--- src/rtl/fetch_unit.sv ---
// rtl/fetch_unit.sv - instruction fetch stage: PC, single-outstanding memory reads, show-ahead buffer
`ifndef ADDRESS_WIDTH
`define ADDRESS_WIDTH 32
`endif
`ifndef DATA_WIDTH
`define DATA_WIDTH 32
`endif

module fetch_unit #(
  parameter logic [`ADDRESS_WIDTH-1:0] RESET_PC   = '0,
  parameter int                        FIFO_DEPTH = 2
) (
  input  logic                      clk,
  input  logic                      reset,
  input  logic                      i_redirect,
  input  logic [`ADDRESS_WIDTH-1:0] i_redirect_pc,
  output logic [`ADDRESS_WIDTH-1:0] o_mem_address,
  output logic [`DATA_WIDTH-1:0]    o_mem_data,
  output logic                      o_mem_valid,
  output logic                      o_mem_cmd,
  input  logic                      i_mem_ready,
  input  logic [`DATA_WIDTH-1:0]    i_mem_data,
  input  logic                      i_mem_res_valid,
  output logic                      o_mem_res_ready,
  output logic [`DATA_WIDTH-1:0]    o_inst,
  output logic [`ADDRESS_WIDTH-1:0] o_inst_pc,
  output logic                      o_inst_valid,
  input  logic                      i_inst_ready
);

  localparam int PTR_W = (FIFO_DEPTH > 1) ? $clog2(FIFO_DEPTH) : 1;
  localparam int CNT_W = PTR_W + 1;

  typedef enum logic {S_REQ, S_WAIT} state_t;

  state_t                    state, state_d;
  logic [`ADDRESS_WIDTH-1:0] pc, pc_d;
  logic [`ADDRESS_WIDTH-1:0] req_pc, req_pc_d;
  logic                      drop, drop_d;

  logic [`DATA_WIDTH-1:0]    fifo_data [FIFO_DEPTH];
  logic [`ADDRESS_WIDTH-1:0] fifo_pc   [FIFO_DEPTH];
  logic [PTR_W-1:0]          wr_ptr, rd_ptr;
  logic [CNT_W-1:0]          count;

  logic req_fire, res_fire, push, pop;

  assign o_mem_data      = '0;
  assign o_mem_cmd       = 1'b0;
  assign o_mem_address   = pc;
  // Issuing only with a free slot guarantees the response always has room.
  assign o_mem_valid     = !reset && (state == S_REQ) && (count < CNT_W'(FIFO_DEPTH));
  assign o_mem_res_ready = !reset && (state == S_WAIT);
  assign o_inst_valid    = !reset && (count != '0);
  assign o_inst          = fifo_data[rd_ptr];
  assign o_inst_pc       = fifo_pc[rd_ptr];

  assign req_fire = o_mem_valid && i_mem_ready;
  assign res_fire = i_mem_res_valid && o_mem_res_ready;
  assign push     = res_fire && !drop && !i_redirect;
  assign pop      = o_inst_valid && i_inst_ready && !i_redirect;

  always_ff @(posedge clk or posedge reset) begin
    if (reset) begin
      state  <= S_REQ;
      pc     <= RESET_PC;
      req_pc <= RESET_PC;
      drop   <= 1'b0;
    end else begin
      state  <= state_d;
      pc     <= pc_d;
      req_pc <= req_pc_d;
      drop   <= drop_d;
    end
  end

  always_comb begin
    state_d  = state;
    pc_d     = pc;
    req_pc_d = req_pc;
    drop_d   = drop;
    case (state)
      S_REQ: begin
        if (req_fire) begin
          req_pc_d = pc;
          pc_d     = pc + `ADDRESS_WIDTH'(`DATA_WIDTH / 8);
          state_d  = S_WAIT;
        end
        if (i_redirect) begin
          pc_d = i_redirect_pc;
          // A request already accepted by memory cannot be recalled; discard its reply.
          if (req_fire) drop_d = 1'b1;
        end
      end
      S_WAIT: begin
        if (res_fire) begin
          drop_d  = 1'b0;
          state_d = S_REQ;
        end else if (i_redirect) begin
          drop_d = 1'b1;
        end
        if (i_redirect) pc_d = i_redirect_pc;
      end
      default: state_d = S_REQ;
    endcase
  end

  always_ff @(posedge clk or posedge reset) begin
    if (reset) begin
      wr_ptr <= '0;
      rd_ptr <= '0;
      count  <= '0;
    end else if (i_redirect) begin
      wr_ptr <= '0;
      rd_ptr <= '0;
      count  <= '0;
    end else begin
      if (push) wr_ptr <= wr_ptr + PTR_W'(1);
      if (pop)  rd_ptr <= rd_ptr + PTR_W'(1);
      case ({push, pop})
        2'b10:   count <= count + CNT_W'(1);
        2'b01:   count <= count - CNT_W'(1);
        default: count <= count;
      endcase
    end
  end

  always_ff @(posedge clk) begin
    if (push) begin
      fifo_data[wr_ptr] <= i_mem_data;
      fifo_pc[wr_ptr]   <= req_pc;
    end
  end

endmodule

--- config.mk ---
export PLATFORM = sky130hd
export DESIGN_NAME = fetch_unit
export DESIGN_NICKNAME = d
export VERILOG_FILES = /design/src/rtl/fetch_unit.sv
export SDC_FILE = /design/constraint.sdc
export NUM_CORES = 1
export LEC_CHECK = 0
export ABC_CLOCK_PERIOD_IN_PS = 8550
export CORE_ASPECT_RATIO = 1.25
export CORE_UTILIZATION = 50
export CTS_CLUSTER_SIZE = 14
export DETAILED_ROUTE_END_ITERATION = 12
export HOLD_SLACK_MARGIN = 0.1
export PLACE_DENSITY = 0.81
export SYNTH_ARGS = -nofsm -noshare
export SYNTH_HDL_FRONTEND = slang
export SYNTH_SLANG_ARGS = --single-unit
export TNS_END_PERCENT = 1
--- constraint.sdc ---
create_clock -name clk -period 8.55 [get_ports clk]
set_clock_uncertainty 0.15 [all_clocks]
set_input_delay 0.855 -clock clk [delete_from_list [all_inputs] [get_ports clk]]
set_output_delay 0.855 -clock clk [all_outputs]
set_load 0.01 [all_outputs]
# ---- After elaboration in Yosys (flattened, before gate mapping)
# Memories as Yosys holds them, arrays and structs flattened.
# Index checks and enable logic that the tools add are counted.
dict set report op_classes {
  n_mux 20
  addsub 5
  magnitude_cmp 1
  reduce_logical 20
  eq_ne 7
  bitwise 1
}
# op count
set ops {}
lappend ops {{32-bit two-way mux} 3}
lappend ops {{32-bit case mux with 2 select lines} 1}
lappend ops {{32-bit by 3-bit adder with 32-bit output (second input constant)} 1}
lappend ops {{1-bit two-way mux} 12}
lappend ops {{1-bit logical AND} 10}
lappend ops {{2-bit != test (second input constant)} 3}
lappend ops {{2-bit nonzero test} 3}
lappend ops {{1-bit case mux with 2 select lines} 2}
lappend ops {{2-bit case mux with 2 select lines} 1}
lappend ops {{2-bit AND reduction} 2}
lappend ops {{1-bit zero test} 3}
lappend ops {{3-bit by 2-bit != test with 1-bit output (second input constant)} 1}
lappend ops {{3-bit != test (second input constant)} 1}
lappend ops {{3-bit AND reduction} 1}
lappend ops {{3-bit nonzero test} 1}
lappend ops {{1-bit adder (second input constant)} 2}
lappend ops {{2-bit by 1-bit adder with 2-bit output (second input constant)} 1}
lappend ops {{2-bit by 1-bit == test with 1-bit output (second input constant)} 1}
lappend ops {{2-bit == test (second input constant)} 1}
lappend ops {{2-bit < comparator (second input constant)} 1}
lappend ops {{2-bit two-way mux} 1}
lappend ops {{2-bit by 1-bit subtractor with 2-bit output (second input constant)} 1}
lappend ops {{1-bit NOT} 1}
dict set report word_totals {
  ram_bits 128
  in_bits 70
  memories 2
  register_bits 70
}
# name words word_bits read_ports rd_clocked_by_memory_dff write_ports line_no
set memory_table {}
lappend memory_table {fifo_data 2 32 1 0 1 41} ;# logic [`DATA_WIDTH-1:0] fifo_data [FIFO_DEPTH];
lappend memory_table {fifo_pc 2 32 1 0 1 42} ;# logic [`ADDRESS_WIDTH-1:0] fifo_pc [FIFO_DEPTH];

# ---- Logic depth before layout (Yosys ltp)
# Gate-level depths: netlist of the first run.
dict set report depth {
  word_depth 8
  depth_mapped 7
}

# ---- Worst setup path before layout of the first run
# No wires, ideal clock.
dict set report synth_path {
  kind {in2reg}
  start {input port i_redirect}
  end {memory fifo_data[1][0] (netlist name), enable pin}
  cell_stages 3
  slack_ns 1.836
  setup_ns 0.578
  t_arrival_ns 5.986
  path_cell_list {clkbuf_1 > buf_1 > nor3b_1}
}
dict set report synth_via {
  elab_chain_len 4
}
# item line_no
set synth_rtl {}
lappend synth_rtl {{from (decl)} 15} ;# input logic i_redirect,
lappend synth_rtl {{1-bit zero test} 60} ;# assign push = res_fire && !drop && !i_redirect;
lappend synth_rtl {{1-bit logical AND} 60}
lappend synth_rtl {{1-bit two-way mux} 129} ;# if (push) begin
lappend synth_rtl {{1-bit two-way mux (implied by the code)} 130} ;# fifo_data[wr_ptr] <= i_mem_data;
lappend synth_rtl {{to (decl)} 41}
# No other way between the ends.

# ---- Final worst setup path of the first run
dict set report layout_path {
  start {register rd_ptr}
  end {output port o_inst_pc[18]}
}
dict set report layout_via {
  elab_chain_len 1
}
# item line_no
set layout_rtl {}
lappend layout_rtl {{from (decl)} 43} ;# logic [PTR_W-1:0] wr_ptr, rd_ptr;
lappend layout_rtl {{from (signal assigned)} 119} ;# if (pop) rd_ptr <= rd_ptr + PTR_W'(1);
lappend layout_rtl {{memory 2 x 32 bit} n/a}
lappend layout_rtl {{to (decl)} 26} ;# output logic [`ADDRESS_WIDTH-1:0] o_inst_pc,
# No other way between the ends.

==> results of run 1 <==
==> state kept, by name (all words and copies together), names as in the netlist <==
signal         flops
wr_ptr             1
state              1
count              2
drop               1
rd_ptr             1
fifo_pc           64
fifo_data         64
o_mem_address     32
req_pc            32
==> stage by stage <==
stage | area (µm²) | utilization
floorplan | 8460 | -
global placement | 10100 | 0.623
detailed placement | 10100 | 0.623
CTS | 10700 | 0.657
global route | 10700 | 0.657
finish | 10700 | 0.657
==> cell type report <==
cell class                      instances  area [µm²]  share of cell area
Timing Repair Buffer                  176        1740               0.163
Sequential cell                       198        5600               0.523
Inverter                                6        22.5             0.00211
Multi-Input combinational cell        412        2500               0.234
Tap cell                              216         270              0.0253
Clock buffer                           18         429              0.0401
Clock inverter                         14         133              0.0124
==> placed cells by master (no fill, tap or decap), drive strengths merged, types with 2 or more instances in the layout <==
cell type        n
nor3            12
a31oi            2
nand4            6
o41ai            3
nand2          122
nor2            26
or3              7
a21oi           27
nor4             7
conb            33
clkbuf          18
o22ai           10
and4             2
a311oi           2
nand3           20
and3             5
o211ai           3
and2             2
a2bb2oi          3
inv             15
mux2i            4
or4              3
mux2            66
clkinv           3
o21ai           20
clkdlybuf4s50  168
xor2             3
dfrtp           70
buf              8
clkinvlp         2
a221o            2
edfxtp         128
or2              4
xnor2            6
==> power groups by stage <==
stage / Clock (W) / Combinational [W] / Sequential (W)
floorplan: 0 / 0.000295 / 0.00134
global placement: 0 / 0.000512 / 0.00136
detailed placement: 0 / 0.000527 / 0.00138
CTS: 0.000767 / 0.000532 / 0.00136
global route: 0.000803 / 0.000582 / 0.00138
finish: 0.000755 / 0.000530 / 0.00136
==> cells by family after synthesis <==
| kind of cell | share of synthesized area |
|---|---|
| and+or+nand+nor | 0.121 |
| DFF | 0.671 |
| AOI/OAI and AO/OA | 0.0567 |
| muxes | 0.0939 |
| buffers and inverters | 0.0465 |
| xor gates and xnor gates | 0.00945 |
| adders and majority gates | 0.00150 |
| other | 0.000450 |
==> worst paths after layout <==
kind	start	to	slack [ns]	cells past startpoint
worst max-delay path	rd_ptr	o_inst_pc[18]	4.96	3
worst min-delay path	req_pc[15]	fifo_pc[1][15]	0.32	0
worst max register to register	state	fifo_data[1][15]	6.09	3
worst min register to register	req_pc[15]	fifo_pc[1][15]	0.32	0
max in group asynchronous	reset	rd_ptr	6.28	3
min in group asynchronous	reset	o_mem_address[25]	0.93	2
==> metal layers <==
layer | share of wire | routed length [µm] | track usage | up-vias
met5 | 0 | 0 | 0 | -
met4 | 0.028 | 519 | 0.103 | 0
met3 | 0.056 | 1040 | 0.0367 | 41
met2 | 0.51 | 9400 | 0.386 | 263
met1 | 0.41 | 7630 | 0.276 | 2766
li1 | - | - | - | 2607
==> metrics.cfg, run 1 <==
[status]
outcome=finished clean

[yosys]
yosysTopAreaCell=edfxtp_1
ys_seq_elements=198
synth.distinct_cells=49
synth_flop_cell=edfxtp_1
synth_common_cells=edfxtp_1 (128), nand2_1 (122), dfrtp_1 (70)
synth_most_common_cell=edfxtp_1
synth_top_area_frac=0.461
synth.avg_cell_area_um2=12.9
synthCells=648
async_flop_share=0.354
synth-seq-area-share=0.671
yosys-top-cells-area=edfxtp_1 (46%), dfrtp_1 (21%), mux2_2 (8.9%)
syn_area_um2=8340
yosysWarnings=0
synth_edf_count=128

[cts]
postCtsSetupBuffers=0
cts_tree=built
cts-resized-gates=0
clkSinkCount=198
clock-root-buffer=clkbuf_16
cts.path.max_buffers=2
insertion_delay_ns=0.43
cts_buffers=17
htree_levels=4
path_clk_slew_ns=0.07
hold_buffers=0

[cells_and_area]
area_growth_pct=28.2
layout-drive-gt1-share=0.142
fill_cells=1237
instances_no_fill=1040
fin_nets=882
antenna_cells=0

[pwr]
internal-power_w=0.00185
powerDensity_nw_per_um2=248
power_switching_w=0.000801
clkPwrFrac=0.285
power.total_w=0.00265
p_leak_nw=3.96
switching_share=0.302
pwr-share-seq=0.515
comb_power_share=0.200
vdd_ir_drop_max_v=0.000138

[timing]
fmax_ghz=0.278
holdWs_ns=0.323
final.setup.tns_ns=0
final-setup-viol-count=0
slew_headroom=0.253
slew_viol_final=0
hold_viol=0
rsz0062_at_grt=no
max_slew.worst_pin.slew_ns=1.12
fin_crit_ns=3.59
layout_setup_ws_ns=4.96
fin_crit_sh=0.420

[route]
via_per_inst=5.46
drc=0
wl_per_cell_um=17.9
dr.pass1.iters=5
vias=5677
drt_iter0_drc=421
ant_nets=0
wl_um=18600

[flow_run]
maxCapViolCount=0

[setup_path]
crit_path_max_fanout=49
timing.critical_path.buf_inv=2
crit_family=buffers and inverters
crit_path_cell_trace=buf_4, mux2_2, clkdlybuf4s50_1
crit_type=reg2out
end_kind=primary output
worstPathArrival_ns=2.59
start_kind=register
crit_slowest_cell=dfrtp_2
required_ns=7.55
slowest_delay_ns=0.61

[floorplan]
fp.dieW_um=118
rows=52
start_util=0.513
fp.dieH_um=146
fp.coreArea_um2=16300
ioPinCount=202
dieArea_um2=17200

[grt]
grt.overflow.total=0
globalRouteTotalUtil=0.223
grt_pass1_vias=5804
grt_max_degree=65
grt_pass1_wl_um=30000
grt_antenna_before_repair=0

[placed_design]
dp_cells=1008
gp_congestion=0.876
dp_slack_ns=5.08
dp_hpwl_um=12500
portBuffers=168

[hold_path]
hold_path_class=reg2reg

No activity file was read; power rests on OpenSTA's default activity.
==> inputs of run 2 (changes only) <==
- ABC_CLOCK_PERIOD_IN_PS: 8550 -> 3620
- clock period: 8.55 -> 3.62 ns (I/O delays scaled with it)
==> metrics.cfg, run 2 (synthesized netlist as in run 1, its figures left out) <==
[floorplan]
fp.dieW_um=118  ; unchanged
rows=52  ; unchanged
ioPinCount=202  ; unchanged
fp.dieH_um=146  ; unchanged
dieArea_um2=17200  ; unchanged
fp.coreArea_um2=16300  ; unchanged
start_util=0.513  ; unchanged

[hold_path]
hold_start=req_pc[17]  ; was req_pc[15]
hold_depth=0  ; unchanged
hold_path_class=reg2reg  ; unchanged
holdPathEnd=fifo_pc[1][17]  ; was fifo_pc[1][15]

[cells_and_area]
fin_nets=883  ; was 882
instances_no_fill=1041  ; was 1,040
antenna_cells=0  ; unchanged
final_common_cell=clkdlybuf4s50_1  ; unchanged
area_growth_pct=28.5  ; was 28.2%
reg_top3=fifo_data: 64 flops, fifo_pc: 64 flops  ; unchanged
stdcell_area_um2=10700  ; about the same
layout-drive-gt1-share=0.139  ; was 0.142
final_cell_mix=clkdlybuf4s50_1 (168), edfxtp_1 (128), nand2_1 (122), dfrtp_1 (69), mux2_2 (66)  ; unchanged

[setup_path]
slowest_delay_ns=0.65  ; was 0.61 ns
crit_start=rd_ptr  ; unchanged
timing.rr.start=o_mem_address[2]  ; was state
reg2reg_depth=6  ; was 3
start_kind=register  ; unchanged
crit_path_cell_trace=buf_12, mux2_2, clkdlybuf4s50_1  ; was buf_4, mux2_2, clkdlybuf4s50_1
crit_slowest_cell=dfrtp_2  ; unchanged
worstPathArrival_ns=2.30  ; was 2.59 ns
end_kind=primary output  ; unchanged
crit_type=reg2out  ; unchanged
rrSetupSlack_ns=1.10  ; was 6.09 ns
crit_path_max_fanout=49  ; unchanged
r2r_end=o_mem_address[26]  ; was fifo_data[1][15]
required_ns=3.11  ; was 7.55 ns

[cts]
cts_buffers=17  ; unchanged
postCtsSetupBuffers=0  ; unchanged
cts.path.max_buffers=2  ; unchanged
cts_tree=built  ; unchanged
path_clk_slew_ns=0.07  ; about the same
htree_levels=4  ; unchanged
insertion_delay_ns=0.43  ; about the same
clkSinkCount=198  ; unchanged
hold_buffers=0  ; unchanged
cts-resized-gates=0  ; unchanged
clock-root-buffer=clkbuf_16  ; unchanged

[placed_design]
dp_hpwl_um=12500  ; about the same
gp_congestion=0.912  ; was 0.876
portBuffers=168  ; unchanged
dp_cells=1009  ; was 1,008
place_area_um2=10200  ; was 10,100 µm²

[timing]
max_slew.worst_pin.slew_ns=1.08  ; was 1.12 ns
rsz0062_at_grt=no  ; unchanged
fmax_ghz=0.356
final-setup-viol-count=0  ; unchanged
fin_crit_ns=2.81
slew_viol_final=0  ; unchanged
slew_headroom=0.278  ; was 0.253
final.setup.tns_ns=0  ; unchanged
holdWs_ns=0.320  ; was 0.323 ns
fin_crit_sh=0.776
hold_viol=0  ; unchanged

[route]
drc=0  ; unchanged
vias=5649  ; was 5,677
wl_per_cell_um=17.5  ; was 17.9 µm
drt_iter0_drc=476  ; was 421
ant_nets=0  ; unchanged
via_per_inst=5.43  ; was 5.46
dr.pass1.iters=5  ; unchanged
wl_um=18200  ; was 18,600 µm

[grt]
grt_pass1_wl_um=29600  ; was 30,000 µm
grt_antenna_before_repair=0  ; unchanged
grt_pass1_vias=5628  ; was 5,804
grt_max_degree=65  ; unchanged
grt.overflow.total=0  ; unchanged
globalRouteTotalUtil=0.223  ; about the same

[pwr]
switching_share=0.296  ; was 0.302
vdd_ir_drop_max_v=0.000357  ; was 0.000138 V
power.total_w=0.00617  ; was 0.00265 W
power_switching_w=0.00183  ; was 0.000801 W
clkPwrFrac=0.275  ; was 0.285
pwr-share-seq=0.522  ; was 0.515
powerDensity_nw_per_um2=576  ; was 248 nW/µm²
comb_power_share=0.204  ; was 0.200
p_leak_nw=3.96  ; about the same
internal-power_w=0.00434  ; was 0.00185 W

[flow_run]
maxCapViolCount=0  ; unchanged

[status]
outcome=finished clean  ; unchanged

[run 2: layout make-up]
type                       instances  area (µm²)
multi-input combinational        412        2510
fill                            1162        5540
timing repair buffer             177        1790
sequential                       198        5600
inverter                           6        22.5
tap                              216         270
clock buffer                      18         429
clock inverter                    14         105
[run 2: how the worst max path moves through the flow]
| stage | endpoint | slack, ns | depth (start not counted) |
|---|---|---|---|
| after floorplan | fifo_data[0][0] | -0.32 | 3 |
| after global placement | o_mem_address[13] | 0.77 | 6 |
| after detailed placement | o_mem_address[13] | 0.75 | 6 |
| after CTS | o_inst_pc[15] | 0.78 | 3 |
| after global routing | o_inst_pc[2] | 0.72 | 3 |
| final | o_inst_pc[15] | 0.81 | 3 |
[run 2: layer usage]
metal / vias up / part of all wire / GRT usage
li1: 2611 / - / -
met1: 2709 / 0.42 / 0.293
met2: 299 / 0.49 / 0.367
met3: 30 / 0.069 / 0.0426
met4: 0 / 0.020 / 0.0897
met5: - / 0 / 0
[run 2: stage by stage]
stage	worst slack (ns)	util
after global placement	0.774	0.626
after floorplan	-0.319	-
after detailed placement	0.746	0.626
after CTS	0.775	0.659
after global routing	0.717	0.659
final	0.813	0.659
[run 2: power by group through the flow]
| stage | Clock, W | Sequential (W) | Combinational [W] |
|---|---|---|---|
| after detailed placement | 0 | 0.00326 | 0.00124 |
| final | 0.00169 | 0.00322 | 0.00126 |
| after global routing | 0.00181 | 0.00327 | 0.00137 |
| after global placement | 0 | 0.00323 | 0.00120 |
| after CTS | 0.00172 | 0.00321 | 0.00126 |
| after floorplan | 0 | 0.00316 | 0.000698 |
[run 2: worst max-delay path: cells and delay by family (launching register included)]
| kind | cells | cell delay (ns) |
|---|---|---|
| buffers and inverters | 2 | 0.81 |
| flip-flops | 1 | 0.65 |
| multiplexers | 1 | 0.39 |
